## src/rtl/coinc_trigger_n.sv

```systemverilog
// Majority coincidence trigger over stretched active-low coax hits, with dead time, prescale, passthrough, histograms and a rolling trigger.
// Latency: input sampled low to coax_out high in 3 cycles; no backpressure, every input is sampled each cycle.
module coinc_trigger_n #(
    parameter int NCH     = 16,
    parameter int CW      = 8,
    parameter int HW      = 32,
    parameter int OUT_LEN = 16,
    localparam int MW     = $clog2(NCH + 1)
) (
    input  logic             clk_adc,
    input  logic             reset,
    input  logic [NCH-1:0]   coax_in,
    output logic [NCH-1:0]   coax_out,
    input  logic [CW-1:0]    coincidence_time,
    input  logic [CW-1:0]    dead_time,
    input  logic [NCH-1:0]   trig_mask,
    input  logic [MW-1:0]    majority,
    input  logic [31:0]      randnum,
    input  logic [31:0]      prescale,
    input  logic             dorolling,
    input  logic [4:0]       rolling_log2,
    input  logic             resethist,
    input  logic [7:0]       hist_sel,
    output logic [HW-1:0]    hist_out,
    output logic             trig_out,
    output logic [31:0]      accept_count,
    output logic             ext_trig_out,
    output logic             dead
);

    localparam int            IW        = (NCH > 1) ? $clog2(NCH) : 1;
    localparam logic [CW-1:0] OUT_LEN_C = CW'(OUT_LEN);
    localparam logic [HW-1:0] HIST_MAX  = '1;
    localparam logic [8:0]    NCH_L     = 9'(NCH);

    typedef enum logic {S_IDLE, S_DEAD} state_t;

    logic [NCH-1:0] r_inreg;
    logic [NCH-1:0] r_inreg_d;
    logic [CW-1:0]  r_tin  [NCH];
    logic [CW-1:0]  r_tout [NCH];
    logic [NCH-1:0] r_coax_out;
    logic [HW-1:0]  r_hist [NCH];
    logic [HW-1:0]  r_hist_out;
    logic [31:0]    r_accept;
    logic [31:0]    r_prescale;
    logic           r_pass_prescale;
    logic           r_trig;
    state_t         r_state;
    logic [CW-1:0]  r_deadcnt;
    logic [31:0]    r_auto;
    logic [2:0]     r_ext_cnt;

    logic [NCH-1:0] w_active;
    logic [NCH-1:0] w_grp;
    logic [MW-1:0]  w_cnt;
    logic           w_cond;
    state_t         w_state_nxt;
    logic [CW-1:0]  w_deadcnt_nxt;
    logic           w_decide;
    logic           w_accept;
    logic           w_roll_fire;
    logic [IW-1:0]  w_sel_idx;
    logic           w_sel_ok;

    always_comb begin
        w_active = '0;
        for (int j = 0; j < NCH; j++) begin
            w_active[j] = (r_tin[j] != '0);
        end
    end

    assign w_grp = w_active & trig_mask;

    always_comb begin
        w_cnt = '0;
        for (int j = 0; j < NCH; j++) begin
            w_cnt = w_cnt + MW'(w_grp[j]);
        end
    end

    assign w_cond = (majority != '0) && (w_cnt >= majority);

    // The decision is taken only in IDLE; DEAD ignores cond entirely.
    always_comb begin
        w_state_nxt   = r_state;
        w_deadcnt_nxt = r_deadcnt;
        w_decide      = 1'b0;
        case (r_state)
            S_IDLE: begin
                if (w_cond) begin
                    w_state_nxt   = S_DEAD;
                    w_deadcnt_nxt = dead_time;
                    w_decide      = 1'b1;
                end
            end
            S_DEAD: begin
                if (r_deadcnt <= CW'(1)) begin
                    w_state_nxt   = S_IDLE;
                    w_deadcnt_nxt = '0;
                end else begin
                    w_deadcnt_nxt = r_deadcnt - CW'(1);
                end
            end
            default: w_state_nxt = S_IDLE;
        endcase
    end

    assign w_accept = w_decide && r_pass_prescale;

    always_ff @(posedge clk_adc) begin
        if (reset) begin
            r_state   <= S_IDLE;
            r_deadcnt <= '0;
        end else begin
            r_state   <= w_state_nxt;
            r_deadcnt <= w_deadcnt_nxt;
        end
    end

    always_ff @(posedge clk_adc) begin
        if (reset) begin
            r_inreg         <= '0;
            r_inreg_d       <= '0;
            r_prescale      <= '0;
            r_pass_prescale <= 1'b0;
            r_trig          <= 1'b0;
            r_coax_out      <= '0;
            for (int j = 0; j < NCH; j++) begin
                r_tin[j]  <= '0;
                r_tout[j] <= '0;
            end
        end else begin
            r_inreg         <= ~coax_in;
            r_inreg_d       <= r_inreg;
            r_prescale      <= prescale;
            r_pass_prescale <= (randnum <= r_prescale);
            r_trig          <= w_accept;
            for (int j = 0; j < NCH; j++) begin
                if (r_inreg[j]) begin
                    r_tin[j] <= coincidence_time;
                end else if (r_tin[j] != '0) begin
                    r_tin[j] <= r_tin[j] - CW'(1);
                end
                // Unmasked channels pass straight through regardless of FSM state.
                if ((w_accept && trig_mask[j]) || (!trig_mask[j] && w_active[j])) begin
                    r_tout[j] <= OUT_LEN_C;
                end else if (r_tout[j] != '0) begin
                    r_tout[j] <= r_tout[j] - CW'(1);
                end
                r_coax_out[j] <= (r_tout[j] != '0);
            end
        end
    end

    assign w_sel_idx = hist_sel[IW-1:0];
    assign w_sel_ok  = ({1'b0, hist_sel} < NCH_L);

    always_ff @(posedge clk_adc) begin
        if (reset || resethist) begin
            r_accept <= '0;
            for (int j = 0; j < NCH; j++) begin
                r_hist[j] <= '0;
            end
        end else begin
            if (w_accept) begin
                r_accept <= r_accept + 32'd1;
            end
            for (int j = 0; j < NCH; j++) begin
                if (r_inreg[j] && !r_inreg_d[j] && (r_hist[j] != HIST_MAX)) begin
                    r_hist[j] <= r_hist[j] + HW'(1);
                end
            end
        end
    end

    always_ff @(posedge clk_adc) begin
        if (reset) begin
            r_hist_out <= '0;
        end else begin
            r_hist_out <= w_sel_ok ? r_hist[w_sel_idx] : '0;
        end
    end

    // Counter wraps on reaching 2^rolling_log2, so one period is 2^rolling_log2 + 1 cycles.
    assign w_roll_fire = r_auto[rolling_log2];

    always_ff @(posedge clk_adc) begin
        if (reset) begin
            r_auto    <= '0;
            r_ext_cnt <= '0;
        end else begin
            r_auto <= w_roll_fire ? '0 : r_auto + 32'd1;
            if (w_roll_fire && dorolling) begin
                r_ext_cnt <= 3'd4;
            end else if (r_ext_cnt != '0) begin
                r_ext_cnt <= r_ext_cnt - 3'd1;
            end
        end
    end

    assign coax_out     = r_coax_out;
    assign hist_out     = r_hist_out;
    assign trig_out     = r_trig;
    assign accept_count = r_accept;
    assign ext_trig_out = (r_ext_cnt != '0);
    assign dead         = (r_state == S_DEAD);

endmodule

```

## config.mk

```make
export PLATFORM = sky130hd
export DESIGN_NAME = coinc_trigger_n
export DESIGN_NICKNAME = d
export VERILOG_FILES = /design/src/rtl/coinc_trigger_n.sv
export SDC_FILE = /design/constraint.sdc
export NUM_CORES = 2
export LEC_CHECK = 0
export ABC_AREA = 1
export BUFFER_PORTS_ARGS = -buffer_cell sky130_fd_sc_hd__buf_2
export CELL_PAD_IN_SITES_DETAIL_PLACEMENT = 0
export CELL_PAD_IN_SITES_GLOBAL_PLACEMENT = 2
export CORE_MARGIN = 1.5
export CORE_UTILIZATION = 41
export DETAILED_ROUTE_END_ITERATION = 7
export GPL_TIMING_DRIVEN = 0
export HOLD_SLACK_MARGIN = 0.06
export PLACE_DENSITY_LB_ADDON = 0.1
export SLEW_MARGIN = 15
export SYNTH_ARGS = -nofsm -noshare
export SYNTH_HDL_FRONTEND = slang
export SYNTH_SLANG_ARGS = --single-unit
```

## constraint.sdc

```tcl
create_clock -name clk_adc -period 17.1 [get_ports clk_adc]
set_input_delay 1.71 -clock clk_adc [delete_from_list [all_inputs] [get_ports clk_adc]]
set_output_delay 1.71 -clock clk_adc [all_outputs]
set_load 0.02 [all_outputs]
```

# == Word-level counts from Yosys, hierarchy flattened ==
# Memories as Yosys holds them, arrays and structs flattened. A register that Yosys moved wholly into a read port is not among the register bits.
# Index checks and enable logic that the tools add are counted.
# op_classes
addsub,67
magnitude_cmp,5
n_eq_ne,17
n_mux,367
bitwise,84
reduce_logical,154
# ops
op,n
adder 32 x 1 -> 32 bit (second input constant),18
two-way mux 8 bit,66
two-way mux 32 bit,16
!= test 32 bit (second input constant),16
two-way mux 1 bit,280
subtractor 8 x 1 -> 8 bit (second input constant),33
nonzero test 8 bit,32
OR 1 bit,80
logical AND 1 bit,67
adder 5 x 1 -> 5 bit,11
less-or-equal comparator 32 bit,1
zero test 1 bit,32
logical OR 1 bit,17
AND 16 bit,1
inverter 16 bit,1
case mux 8 bit (2 select lines),1
less-or-equal comparator 8 x 1 -> 1 bit (second input constant),1
< comparator 8 x 5 -> 1 bit (second input constant),1
< comparator 5 x 6 -> 1 bit (second input constant),1
two-way mux 3 bit,2
OR reduction 2 bit,3
adder 4 x 1 -> 5 bit,1
binary-select mux 1 bit (select 5 bit),1
>= comparator 5 bit,1
other kinds (10),11
# totals
regBits,158
ram_bits,768
elab_cells,709
mem_count,3
# mem_list
memory,words,width,read_ports,rd_clocked_by_memory_dff,write_ports,line_no,text
r_hist,16,32,17,1,16,43,logic [HW-1:0] r_hist [NCH];
r_tin,16,8,16,0,16,40,logic [CW-1:0] r_tin [NCH];
r_tout,16,8,16,0,16,41,logic [CW-1:0] r_tout [NCH];

# == Longest topological paths before layout ==
# depth
depth_word,29
mapped_depth,31
mapped_depth_nobuf,30

# == Worst setup path after synthesis ==
# Ideal clock, no wire load.
# synth_timing
path_type,input port to flip-flop
startpoint,in trig_mask[11]
endpoint,"mem r_tout[4][0], in the netlist r_tout[0][32], enable pin"
t_arrival_ns,5.977
required_ns,16.770
setup_slack_ns,10.793
cell_stages,22
n_path_buf,0
cell_sequence,nand2_1 > fa_1 > inv_1 > fa_1 > inv_1 > fa_1 > inv_1 > fa_1 > ha_1 > fa_1 > nand2_1 > a21boi_0 > ha_1 > nand2_1 > nor2_1 > o21ai_1 > nand3_1 > nand4_2 > nand2_1 > o21ai_0 > nand2_1 > nand3_1
# synth_lines
item,line_no,text
start: declaration,16,"input logic [NCH-1:0] trig_mask,"
end: declaration,41,

==> summary.md <==
| Metric | Value |
|---|---|
| Worst Reg-to-Reg Cells | `29` |
| TritonCTS Buffers | `116` |
| Power Density | `110 nW/um^2` |
| Clock tree buffer depth | `3` |
| Grt total ovfl | `0` |
| Lkg Pwr | `25.3 nW` |
| Seq pwr share | `0.423` |
| Clock Latency Late Sink | `0.75 ns` |
| R2R Path End | `r_tout[0][33]` |
| Min-Delay Path Depth | `2` |
| Critical Path Slowest Stage Cell | `fa_1` |
| Vias in the first global route | `51,500` |
| Gpl congestion | `0.998` |
| Largest net degree at the start of global routing | `33` |
| R2R Path Start | `r_tin[1][40]` |
| Yosys cell types | `58` |
| CTS tree | `done` |
| Layout net count | `8,275` |
| Initial core utilization | `0.415` |
| EDFF count, synth | `768` |
| Routed Antenna Nets | `0` |
| Initial antenna violation count | `18` |
| Measured slew at the worst slew-check pin | `1.22 ns` |
| Clock network fraction of total power | `0.341` |
| F_max | `0.140 GHz` |
| CTS resizes | `0` |
| P&R area growth vs syn | `12.9%` |
| Final Skew | `0.0279 ns` |
| Hold endpoint | `r_inreg_d[12]` |
| Ys flop type | `edfxtp_1` |
| CP dominant cell by count | `inv_1` |
| CTS H-tree depth | `3` |
| Most frequent cells in the layout | `nand2_1 (1,504), inv_1 (975), nor2_1 (965), edfxtp_1 (768), a21oi_1 (685)` |
| YS warnings | `0` |
| Post-CTS setup buffer count | `0` |
| FFs w/ async S/R, synth | `0` |
| Via/cell ratio | `5.43` |
| Clock transition at the registers of the reported paths | `0.06 ns` |
| Remaining DRCs | `0` |
| Cells after synthesis | `7,687` |
| Flop-to-flop setup slack | `9.93 ns` |
| Commonest non-fill, non-tap cell in the layout | `nand2_1` |
| Synth Register Bits | `958` |
| Drt first pass iters | `7` |
| Share of cells above drive strength 1 | `0.0956` |
| Crit path time final | `7.17 ns` |
| Peak supply drop | `105 uV` |
| Sw frac | `0.331` |
| Syn Std Cell Area | `59,700 sq um` |
| Row cnt | `139` |
| I/O Pins | `217` |
| Register area share after synthesis | `0.450` |
| DRT Wirelength | `219,000 um` |
| TNS Setup | `0 ns` |
| Multi-input gate area | `28,000 sq um` |
| WL/cell | `21.8 um` |
| Input/output buffers | `209` |
| First-pass GRT wire length | `325,000 um` |
| Startpoint types | `register` |
| Synthesized Nets | `7,934` |
| Syn Area/Cell | `7.77 sq um` |
| Tightest Hold Check Type | `register to register` |
| Final setup viols | `0` |
| Final Cycle Share | `0.419` |
| RSZ-0062 raised after global routing | `false` |
| Fin Hold WS | `0.454 ns` |
| Hold Path Origin | `r_inreg[12]` |
| Worst-path fanout max | `8` |
| WP data required | `17.46 ns` |
| Layout fillers | `14,700` |
| CP Class | `register to register` |
| Hold Fails Final Rpt | `0` |
| Crit path capture type | `register` |
| Arrival @ worst endpoint | `7.53 ns` |
| Routed via count | `54,500` |
| P_sw | `2.46 mW` |
| Hold_buf cts | `0` |
| Status | `completed` |
| Core ar. | `144,000 sq um` |
| Reg area | `26,900 sq um` |
| Chip height | `385 um` |
| Final HPWL DP | `170,000 um` |
| Initial DRC count | `5,307` |
| Clock sink count | `958` |
| Overall power | `7.42 mW` |
| Die ar. | `148,000 sq um` |
| Total GRT Usage | `0.291` |
| Root buffer cell | `clkbuf_16` |
| Comb pwr share | `0.236` |
| Slew Limit Fails | `0` |
| Final core utilization | `0.468` |
| Internal power | `4.97 mW` |
| Worst path max stage delay | `0.50 ns` |
| Slew margin rel. | `0.189` |
| Max Cap Violations | `0` |
| Chip Width | `385 um` |
-- Yosys cell counts, types with 4 or more instances --
cell type  number  area [sq um]
a211oi_1       40           300
a21oi_1       685          3430
a31oi_1        20           125
and3_1          4          25.0
buf_1          18          67.6
buf_2          75           375
buf_4          24           180
clkbuf_1       97           364
clkinv_1        4          15.0
dfxtp_1       190          3800
edfxtp_1      768         23100
fa_1           10           200
ha_1          103          1290
inv_1         975          3660
inv_2          39           146
nand2_1      1518          5700
nand2_2        14          87.6
nand3_1       453          2270
nand3_2        20           200
nand3b_1       19           143
nand4_1       158           988
nand4_2         4          50.1
nor2_1        965          3620
nor2_2         41           257
nor2_4         11           124
nor3_1        298          1490
nor3_2         40           400
nor3b_1        22           165
nor4_1         42           263
o211ai_1       88           661
o21a_1         10          75.1
o21ai_0       420          2100
o21ai_1        28           140
o22ai_1         4          25.0
o31ai_1         5          37.5
or2_0          36           225
or2_1          15          93.8
or2_2          80           500
or3_1           6          37.5
xnor2_1       120          1050
xor2_1        186          1630
-- per-stage QoR --
step,cell area (sq um),setup slack (ns),cells
6_report,67400,9.93,10000
5_1_grt,67400,9.21,10000
4_1_cts,67400,9.78,10000
3_5_place_dp,63500,9.21,9813
3_3_place_gp,63100,9.23,9799
2_1_floorplan,59700,10.79,7687
-- flip-flops by register name (all words and copies together) (netlist names) --
register and count:
r_auto 32, coax_out 16, accept_count 32, r_deadcnt 8, r_hist 512, hist_out 32
dead 1, r_pass_prescale 1, r_inreg_d 16, r_tout 128, r_prescale 32, r_tin 128
r_ext_cnt 3, trig_out 1, r_inreg 16
-- worst max-delay path, delay by kind of cell (launching register included) --
family                     cells  cell delay, ns
buffers and inverters          6            0.65
AOI/OAI and AO/OA              3            0.45
DFF                            1            0.36
and+or+nand+nor               12            2.41
adders and majority gates      8            2.91
-- how the worst max path moves through the flow --
stage / start / endpoint / slack, ns
2_1_floorplan: trig_mask[11] / r_tout[0][32] / 10.79
3_3_place_gp: trig_mask[11] / r_tout[0][32] / 9.23
3_5_place_dp: trig_mask[11] / r_tout[0][33] / 9.21
4_1_cts: r_tin[1][40] / r_tout[0][33] / 9.78
5_1_grt: r_tin[1][40] / r_tout[0][37] / 9.21
6_report: r_tin[1][40] / r_tout[0][33] / 9.93
-- kinds of logic (layout without fill, tap and decap cells) --
family,after synthesis,after routing,share of synthesized area
AO/OA/AOI/OAI,1314,1314,0.117
XOR/XNOR,306,306,0.0449
adder cells (fa/ha/maj),113,113,0.0249
buffers and inverters,1235,1678,0.0811
flip-flops,958,958,0.450
multiplexers,3,3,0.000503
other,0,4,0
AND/OR/NAND/NOR,3758,3758,0.281
-- area by class of cell --
| class | count | share of cell area |
|---|---|---|
| tap | 1903 | 0.0353 |
| clock inverter | 58 | 0.00875 |
| inverter | 1018 | 0.0567 |
| timing repair buffer | 223 | 0.0208 |
| multi-input combinational | 5494 | 0.416 |
| antenna | 4 | 0.000149 |
| sequential | 958 | 0.399 |
| clock buffer | 162 | 0.0482 |
| buffer | 217 | 0.0152 |
-- power by group through the flow --
stage	clock network [mW]	registers [mW]	logic (mW)
3_5_place_dp	0	3.18	1.74
3_3_place_gp	0	3.18	1.71
6_report	2.53	3.14	1.75
5_1_grt	2.66	3.18	1.98
4_1_cts	2.58	3.14	1.75
2_1_floorplan	0	3.13	1.26
-- routing by layer --
layer	global-route usage	up-vias	share of wire
met3	0.0421	378	0.069
li1	-	26500	-
met4	0.121	16	0.044
met5	0	-	0.00049
met1	0.406	25900	0.45
met2	0.451	1779	0.44
Note: power is estimated with default switching activity, not from simulation.
